**src/rtl/memory_arbiter.sv**
```systemverilog
`default_nettype none
// +----------------------------------------------------------------------------+
// | memory_arbiter: shares one RAM port between instruction fetch and data     |
// | access; data wins, a streak limit stops fetch starvation, timeout guards.  |
// | Revision: 1.0                                                              |
// +----------------------------------------------------------------------------+
module memory_arbiter #(
  parameter int MAX_DSTREAK = 4,
  parameter int TIMEOUT     = 255
) (
  input  logic        CLK,
  input  logic        RST,
  input  logic        iREN,
  input  logic [31:0] iaddr,
  input  logic        dREN,
  input  logic        dWEN,
  input  logic [31:0] daddr,
  input  logic [31:0] dstore,
  input  logic [1:0]  ramstate,
  input  logic [31:0] ramload,
  output logic        ramREN,
  output logic        ramWEN,
  output logic [31:0] ramaddr,
  output logic [31:0] ramstore,
  output logic        iwait,
  output logic        dwait,
  output logic [31:0] iload,
  output logic [31:0] dload,
  output logic        err
);

  localparam int          SW         = $clog2(MAX_DSTREAK + 1);
  localparam logic [SW-1:0] STREAK_MAX = SW'(MAX_DSTREAK);
  localparam logic [7:0]  TMO_LAST   = 8'(TIMEOUT - 1);
  localparam logic [1:0]  RS_ACCESS  = 2'd2;
  localparam logic [1:0]  RS_ERROR   = 2'd3;

  typedef enum logic [1:0] {
    IDLE = 2'd0,
    IGNT = 2'd1,
    DGNT = 2'd2
  } state_e;

  state_e        state_q, state_d;
  logic [SW-1:0] streak_q, streak_d;
  logic [7:0]    tcnt_q, tcnt_d;

  logic dreq, ireq;
  assign dreq = dREN | dWEN;
  assign ireq = iREN;

  always_comb begin
    state_d  = state_q;
    streak_d = streak_q;
    tcnt_d   = tcnt_q;
    ramREN   = 1'b0;
    ramWEN   = 1'b0;
    ramaddr  = 32'd0;
    ramstore = 32'd0;
    iwait    = 1'b1;
    dwait    = 1'b1;
    iload    = 32'd0;
    dload    = 32'd0;
    err      = 1'b0;

    case (state_q)
      IDLE: begin
        if (!ireq) streak_d = '0;
        if (dreq && !(ireq && streak_q == STREAK_MAX)) begin
          state_d = DGNT;
          if (ireq && streak_q != STREAK_MAX) streak_d = streak_q + 1'b1;
        end else if (ireq) begin
          state_d  = IGNT;
          streak_d = '0;
        end
      end

      DGNT: begin
        if (!dreq) begin
          state_d = IDLE;
        end else begin
          ramaddr  = daddr;
          ramstore = dstore;
          ramWEN   = dWEN;
          ramREN   = dREN & ~dWEN;
          if (ramstate == RS_ACCESS) begin
            dwait   = 1'b0;
            dload   = dWEN ? 32'd0 : ramload;
            state_d = IDLE;
          end else if (ramstate == RS_ERROR || tcnt_q == TMO_LAST) begin
            err     = 1'b1;
            state_d = IDLE;
          end else begin
            tcnt_d = tcnt_q + 8'd1;
          end
        end
      end

      IGNT: begin
        if (!ireq) begin
          state_d = IDLE;
        end else begin
          ramaddr = iaddr;
          ramREN  = 1'b1;
          if (ramstate == RS_ACCESS) begin
            iwait   = 1'b0;
            iload   = ramload;
            state_d = IDLE;
          end else if (ramstate == RS_ERROR || tcnt_q == TMO_LAST) begin
            err     = 1'b1;
            state_d = IDLE;
          end else begin
            tcnt_d = tcnt_q + 8'd1;
          end
        end
      end

      default: state_d = IDLE;
    endcase

    if (state_d == IDLE) tcnt_d = 8'd0;

    // Reset forces the quiescent port values immediately, aborting any grant.
    if (RST) begin
      ramREN   = 1'b0;
      ramWEN   = 1'b0;
      ramaddr  = 32'd0;
      ramstore = 32'd0;
      iwait    = 1'b1;
      dwait    = 1'b1;
      iload    = 32'd0;
      dload    = 32'd0;
      err      = 1'b0;
    end
  end

  always_ff @(posedge CLK) begin
    if (RST) begin
      state_q  <= IDLE;
      streak_q <= '0;
      tcnt_q   <= 8'd0;
    end else begin
      state_q  <= state_d;
      streak_q <= streak_d;
      tcnt_q   <= tcnt_d;
    end
  end

endmodule
`default_nettype wire

```
**config.mk**
```make
export PLATFORM = sky130hd
export DESIGN_NAME = memory_arbiter
export DESIGN_NICKNAME = d
export VERILOG_FILES = /design/src/rtl/memory_arbiter.sv
export SDC_FILE = /design/constraint.sdc
export NUM_CORES = 1
export LEC_CHECK = 0
export CAP_MARGIN = 20
export CORE_AREA = 4 4 101 103
export CTS_CLUSTER_SIZE = 20
export DETAILED_ROUTE_END_ITERATION = 10
export DIE_AREA = 0 0 105 107
export GPL_ROUTABILITY_DRIVEN = 0
export PLACE_DENSITY_LB_ADDON = 0.25
export SLEW_MARGIN = 0
export SYNTH_ARGS = -nofsm -noshare
export SYNTH_HDL_FRONTEND = slang
export SYNTH_SLANG_ARGS = --single-unit
```
**constraint.sdc**
```tcl
create_clock -name CLK -period 4.5 [get_ports CLK]
set_clock_uncertainty 0.05 [all_clocks]
set_input_delay 0.675 -clock CLK [delete_from_list [all_inputs] [get_ports CLK]]
set_output_delay 0.675 -clock CLK [all_outputs]
set_load 0.02 [all_outputs]
```
==> results.sh, run 1 <==
export IMPL_status="finished clean"
export IMPL_vias=3024
export IMPL_cts_resized=0
export IMPL_num_antenna_cells=0
export IMPL_p_leak_nw=1.690
export IMPL_period_minus_slack_ns=3.703
export IMPL_grtUsageTotal_pct=18.63
export IMPL_period_share_pct=82.28
export IMPL_cts_hold_buffers=0
export IMPL_worstSetupPathType="in -> out"
export IMPL_ys_warn_count=0
export IMPL_p_clk_share_pct=21.3
export IMPL_grt_overflow_total=0
export IMPL_cp_required_ns=3.77
export IMPL_fin_setup_tns_ns=0
export IMPL_final_area_sq_um=4755
export IMPL_synth_area_leaders="and2_1, a22oi_1, dfxtp_1"
export IMPL_yosys_area_top_type="and2_1"
export IMPL_multiInputGateArea_sq_um=1558
export IMPL_start_util_pct=21.14
export IMPL_first_iter_violations=144
export IMPL_power_internal_mw=0.3396
export IMPL_whs_ns=0.4330
export IMPL_critPathArrivalTime_ns=2.98
export IMPL_p_comb_share_pct=54.4
export IMPL_finalSetupViolations=0
export IMPL_worst_ir_drop_vdd_uv=99.11
export IMPL_synth_most_common_cell="and2_1"
export IMPL_regArea_sq_um=260.3
export IMPL_ys_seq_area_share_pct=13.38
export IMPL_dpl_hpwl_um=9558
export IMPL_cts_sinks=13
export IMPL_slew_limit_headroom_pct=59.87
export IMPL_ys_ff_latch=13
export IMPL_die_y_um=107
export IMPL_routedWlPerCell_um=17.43
export IMPL_drive_gt1_share_pct=2.578
export IMPL_antenna_found_initial=2
export IMPL_fillers=860
export IMPL_die_w_um=105
export IMPL_io_pin_count=268
export IMPL_clk_pin_slew_ns=0.06
export IMPL_clock_latency_ns=0.25
export IMPL_grt_pass1_vias=3021
export IMPL_hold_class="reg -> reg"
export IMPL_ys_types=37
export IMPL_rsz0062_at_grt="no"
export IMPL_synth_flop_cell="dfxtp_1"
export IMPL_ys_async_sr_fraction_pct=0
export IMPL_p_seq_share_pct=24.3
export IMPL_viasPerCell=4.624
export IMPL_syn_area_sq_um=1944
export IMPL_cp_start_kind="primary input"
export IMPL_drt_pass1_iter_count=5
export IMPL_critical_path_max_fanout=32
export IMPL_grt_max_degree=35
export IMPL_fp_dieArea_sq_um=11240
export IMPL_cts_buffers=3
export IMPL_swShare_pct=31.41
export IMPL_maxCapViolCount=0
export IMPL_coreArea_sq_um=9196
export IMPL_power_density_nw_per_um2=104.1
export IMPL_netlist_top_cells_count="and2_1, nor2_1, a22oi_1"
export IMPL_synth_top_area_share_pct=31.85
export IMPL_cts_tree="yes"
export IMPL_drv_slew=0
export IMPL_synth_nets=433
export IMPL_rows=35
export IMPL_fmaxAchievable_ghz=0.2701
export IMPL_p_total_mw=0.4951
export IMPL_final_core_util_pct=51.70
export IMPL_avgSynthCellArea_sq_um=6.705
export IMPL_post_dp_cell_area_sq_um=4708
export IMPL_grt_pass1_wl_um=16910
export IMPL_drt_total_wl_um=11400
export IMPL_port_buffers=267
export IMPL_syn_to_final_growth_pct=144.5
export IMPL_finalHoldViolations=0
export IMPL_drtAntennaViolNets=0
export IMPL_fin_nets=687
export IMPL_post_cts_buffers=0
export IMPL_root_buffer="clkbuf_8"
export IMPL_crit_path_end_kind="output port"
export IMPL_synth_cells=290
export IMPL_clk_path_buf_depth=2
export IMPL_htree_num_levels=1
export IMPL_tightest_slew_ns=0.6003
export IMPL_synth_edf_count=0
export IMPL_drcViolationCount=0
export IMPL_net_switching_power_mw=0.1555
==> cell type report <==
cell class | count | area share (%)
Sequential cell | 13 | 5.474
Clock buffer | 3 | 0.8684
Tap cell | 111 | 2.921
Timing Repair Buffer | 273 | 57.16
Multi-Input combinational cell | 244 | 32.76
Clock inverter | 1 | 0.1053
Inverter | 9 | 0.7105
==> state kept, by name (all words and copies together), names as in the netlist <==
name	cells
streak_q	3
tcnt_q	8
state_q	2
==> per-layer routing <==
| metal | share of wire, % | routed length, um | vias up | GRT usage, % |
|---|---|---|---|---|
| met5 | 0.20 | 23 | - | 0 |
| met4 | 2.3 | 258 | 4 | 4.873 |
| met3 | 8.0 | 915 | 23 | 5.539 |
| met2 | 52 | 5885 | 159 | 34.33 |
| met1 | 38 | 4317 | 1334 | 20.83 |
| li1 | - | - | 1504 | - |
==> worst paths after layout <==
check	depth (start not counted)	to	slack (ns)	from
min reg2reg	2	tcnt_q[7]	0.43	tcnt_q[7]
max	6	dload[27]	0.80	RST
max reg2reg	6	tcnt_q[5]	2.43	state_q[0]
min	2	tcnt_q[7]	0.43	tcnt_q[7]
==> placed cells by master (no fill, tap or decap), types with 2 or more instances in the layout <==
| cell | Yosys | final |
|---|---|---|
| a22oi_1 | 35 | 35 |
| a21oi_1 | 10 | 10 |
| dfxtp_1 | 13 | 13 |
| nand3_1 | 3 | 3 |
| or3_1 | 3 | 3 |
| o31ai_1 | 8 | 8 |
| nor3_1 | 2 | 2 |
| inv_1 | 9 | 9 |
| or4_1 | 6 | 6 |
| nor2_1 | 36 | 36 |
| and2_1 | 99 | 99 |
| o21ai_0 | 3 | 3 |
| nand2b_1 | 4 | 4 |
| o21ai_1 | 3 | 3 |
| clkdlybuf4s50_1 | 0 | 267 |
| buf_4 | 0 | 6 |
| nand2_1 | 6 | 6 |
| ha_1 | 8 | 8 |
| clkbuf_8 | 0 | 3 |
==> cells by family after synthesis <==
group                    after synthesis  synth area share (%)
AO/OA/AOI/OAI                         67                 24.20
adder cells (fa/ha/maj)                8                 5.148
buffers and inverters                 33                 6.949
flip-flops                            13                 13.38
AND/OR/NAND/NOR                      169                 50.32
==> power by group through the flow <==
stage               sequential [mW]  clock (mW)  combinational, mW
finish                        0.120       0.105              0.269
global route                  0.121       0.113              0.290
CTS                           0.120       0.109              0.271
detailed placement            0.123           0              0.269
global placement              0.123           0              0.265
floorplan                     0.122           0             0.0967
==> critical path: stages <==
cell,delay [ns]
clkdlybuf4s50_1,0.60
nand2b_1,0.31
nor4b_4,0.26
buf_4,0.29
and2_1,0.17
clkdlybuf4s50_1,0.65
==> stage by stage <==
step / worst slack, ns / instances
6_report: 0.7973 / 654
3_3_place_gp: 0.8467 / 650
4_1_cts: 0.7984 / 654
3_5_place_dp: 0.7935 / 650
5_1_grt: 0.7047 / 654
2_1_floorplan: 1.991 / 290
Power figures use the tool's default switching activity.
==> run 2: changes to the inputs <==
- CORE_AREA: 4 4 101 103 -> 4 4 102 104
- DIE_AREA: 0 0 105 107 -> 0 0 106 108
- clock period: 4.5 -> 3.5 ns (I/O delays scaled with it)
==> run 2 against run 1 <==
  * Critical path depth did not move
  * Hold slack got worse by 0.0085 ns
  * Power rose by 29%
  * Sequential share of layout area fell by 0.084 points
  * Design area rose by 1.6%
  * Largest power group unchanged
==> results.sh, run 2 (synthesis results as in run 1) <==
export IMPL_htree_num_levels=1
export IMPL_setup_slack_ns=0.3876
export IMPL_clk_path_buf_depth=2
export IMPL_min_path_cells=2
export IMPL_coreArea_sq_um=9549
export IMPL_layout_commonest_cell="clkdlybuf4s50_1"
export IMPL_p_clk_share_pct=21.1
export IMPL_swShare_pct=30.77
export IMPL_fmaxAchievable_ghz=0.3213
export IMPL_rsz0062_at_grt="no"
export IMPL_tightest_slew_ns=0.6175
export IMPL_cts_resized=0
export IMPL_routedWlPerCell_um=16.04
export IMPL_worstSetupPathType="in -> out"
export IMPL_slowest_delay_ns=0.63
export IMPL_wl_met3_um=716
export IMPL_post_cts_buffers=0
export IMPL_p_total_mw=0.6410
export IMPL_die_w_um=106
export IMPL_worstPathCellList="clkdlybuf4s50_1 > nand2_1 > nor3_2 > buf_4 > and2_1 > clkdlybuf4s50_1"
export IMPL_root_buffer="clkbuf_8"
export IMPL_cts_hold_buffers=0
export IMPL_critical_path_max_fanout=33
export IMPL_maxCapViolCount=0
export IMPL_worst_path_most_repeated_cell="clkdlybuf4s50_1"
export IMPL_cts_buffers=3
export IMPL_vias=3046
export IMPL_cts_sinks=13
export IMPL_syn_to_final_growth_pct=148.3
export IMPL_layout_common_cells="clkdlybuf4s50_1, and2_1, nor2_1"
export IMPL_drt_pass1_iter_count=5
export IMPL_grt_max_degree=34
export IMPL_dr_wl_met2_um=5910
export IMPL_fin_nets=690
export IMPL_viasPerCell=4.486
export IMPL_cp_slowest_cell="clkdlybuf4s50_1"
export IMPL_finalHoldViolations=0
export IMPL_regArea_sq_um=260.3
export IMPL_port_buffers=267
export IMPL_worst_r2r_cell_count=6
export IMPL_net_switching_power_mw=0.1973
export IMPL_regMostFlops="tcnt_q"
export IMPL_antenna_found_initial=0
export IMPL_first_iter_violations=158
export IMPL_slew_limit_headroom_pct=58.71
export IMPL_grtUsageTotal_pct=17.14
export IMPL_place_ws_ns=0.3770
export IMPL_worst_ir_drop_vdd_uv=137.6
export IMPL_drv_slew=0
export IMPL_p_comb_share_pct=54.8
export IMPL_final_area_sq_um=4828
export IMPL_topRoutingLayerUsed="met4"
export IMPL_clk_pin_slew_ns=0.05
export IMPL_dpl_hpwl_um=9163
export IMPL_num_antenna_cells=0
export IMPL_cts_tree="yes"
export IMPL_io_pin_count=268
export IMPL_cp_required_ns=2.92
export IMPL_die_y_um=108
export IMPL_crit_path_end_kind="output port"
export IMPL_clock_latency_ns=0.24
export IMPL_fillers=939
export IMPL_fp_dieArea_sq_um=11450
export IMPL_power_density_nw_per_um2=132.8
export IMPL_power_internal_mw=0.4438
export IMPL_post_dp_cell_area_sq_um=4783
export IMPL_p_seq_share_pct=24.2
export IMPL_rows=36
export IMPL_largest_reg_flops=8
export IMPL_whs_ns=0.4245
export IMPL_grt_pass1_vias=2916
export IMPL_multiInputGateArea_sq_um=1558
export IMPL_period_minus_slack_ns=3.112
export IMPL_start_util_pct=20.36
export IMPL_drtAntennaViolNets=0
export IMPL_drt_total_wl_um=10890
export IMPL_hold_class="reg -> reg"
export IMPL_wl_met1_um=4083
export IMPL_largestRegisters="tcnt_q: 8 flops, streak_q: 3 flops, state_q: 2 flops"
export IMPL_p_leak_nw=1.707
export IMPL_finalSetupViolations=0
export IMPL_grt_pass1_wl_um=15810
export IMPL_period_share_pct=88.92
export IMPL_cp_start_kind="primary input"
export IMPL_status="finished clean"
export IMPL_drive_gt1_share_pct=2.930
export IMPL_fin_setup_tns_ns=0
export IMPL_critPathArrivalTime_ns=2.54
export IMPL_grt_overflow_total=0
export IMPL_drcViolationCount=0
[run 2: through the flow]
stage / cells / util [%]
finish: 679 / 50.56
global route: 679 / 50.56
CTS: 679 / 50.56
global placement: 675 / 50.09
detailed placement: 675 / 50.09
floorplan: 290 / -
[run 2: path summary, 6_finish.rpt]
kind / from / to / slack [ns]
setup / recovery: iREN / iload[13] / 0.39
hold / removal: streak_q[0] / streak_q[0] / 0.42
setup reg to reg: state_q[0] / tcnt_q[3] / 1.43
hold reg to reg: streak_q[0] / streak_q[0] / 0.42
[run 2: power groups by stage]
stage                     Clock (mW)  Combinational [mW]  Sequential (mW)
after CTS                      0.141               0.353            0.155
after floorplan                    0               0.124            0.157
final                          0.135               0.351            0.155
after global routing           0.148               0.378            0.155
after global placement             0               0.346            0.158
after detailed placement           0               0.351            0.158
[run 2: metal layers]
layer | GRT usage (%) | vias to the layer above
met1 | 18.81 | 1402
li1 | - | 1514
met4 | 4.625 | 0
met5 | 0 | -
met3 | 2.806 | 12
met2 | 33.88 | 118
[run 2: final cells by class]
cell class                      count  area share (%)
Timing Repair Buffer              276           57.27
Tap cell                          133           3.446
Inverter                            9          0.6997
Clock buffer                        4          0.9329
Sequential cell                    13           5.390
Multi-Input combinational cell    244           32.26
[run 2: worst max-delay path, delay by kind of cell]
family | cells | cell delay, ns
buf+inv | 3 | 1.55
simple gates | 3 | 0.46
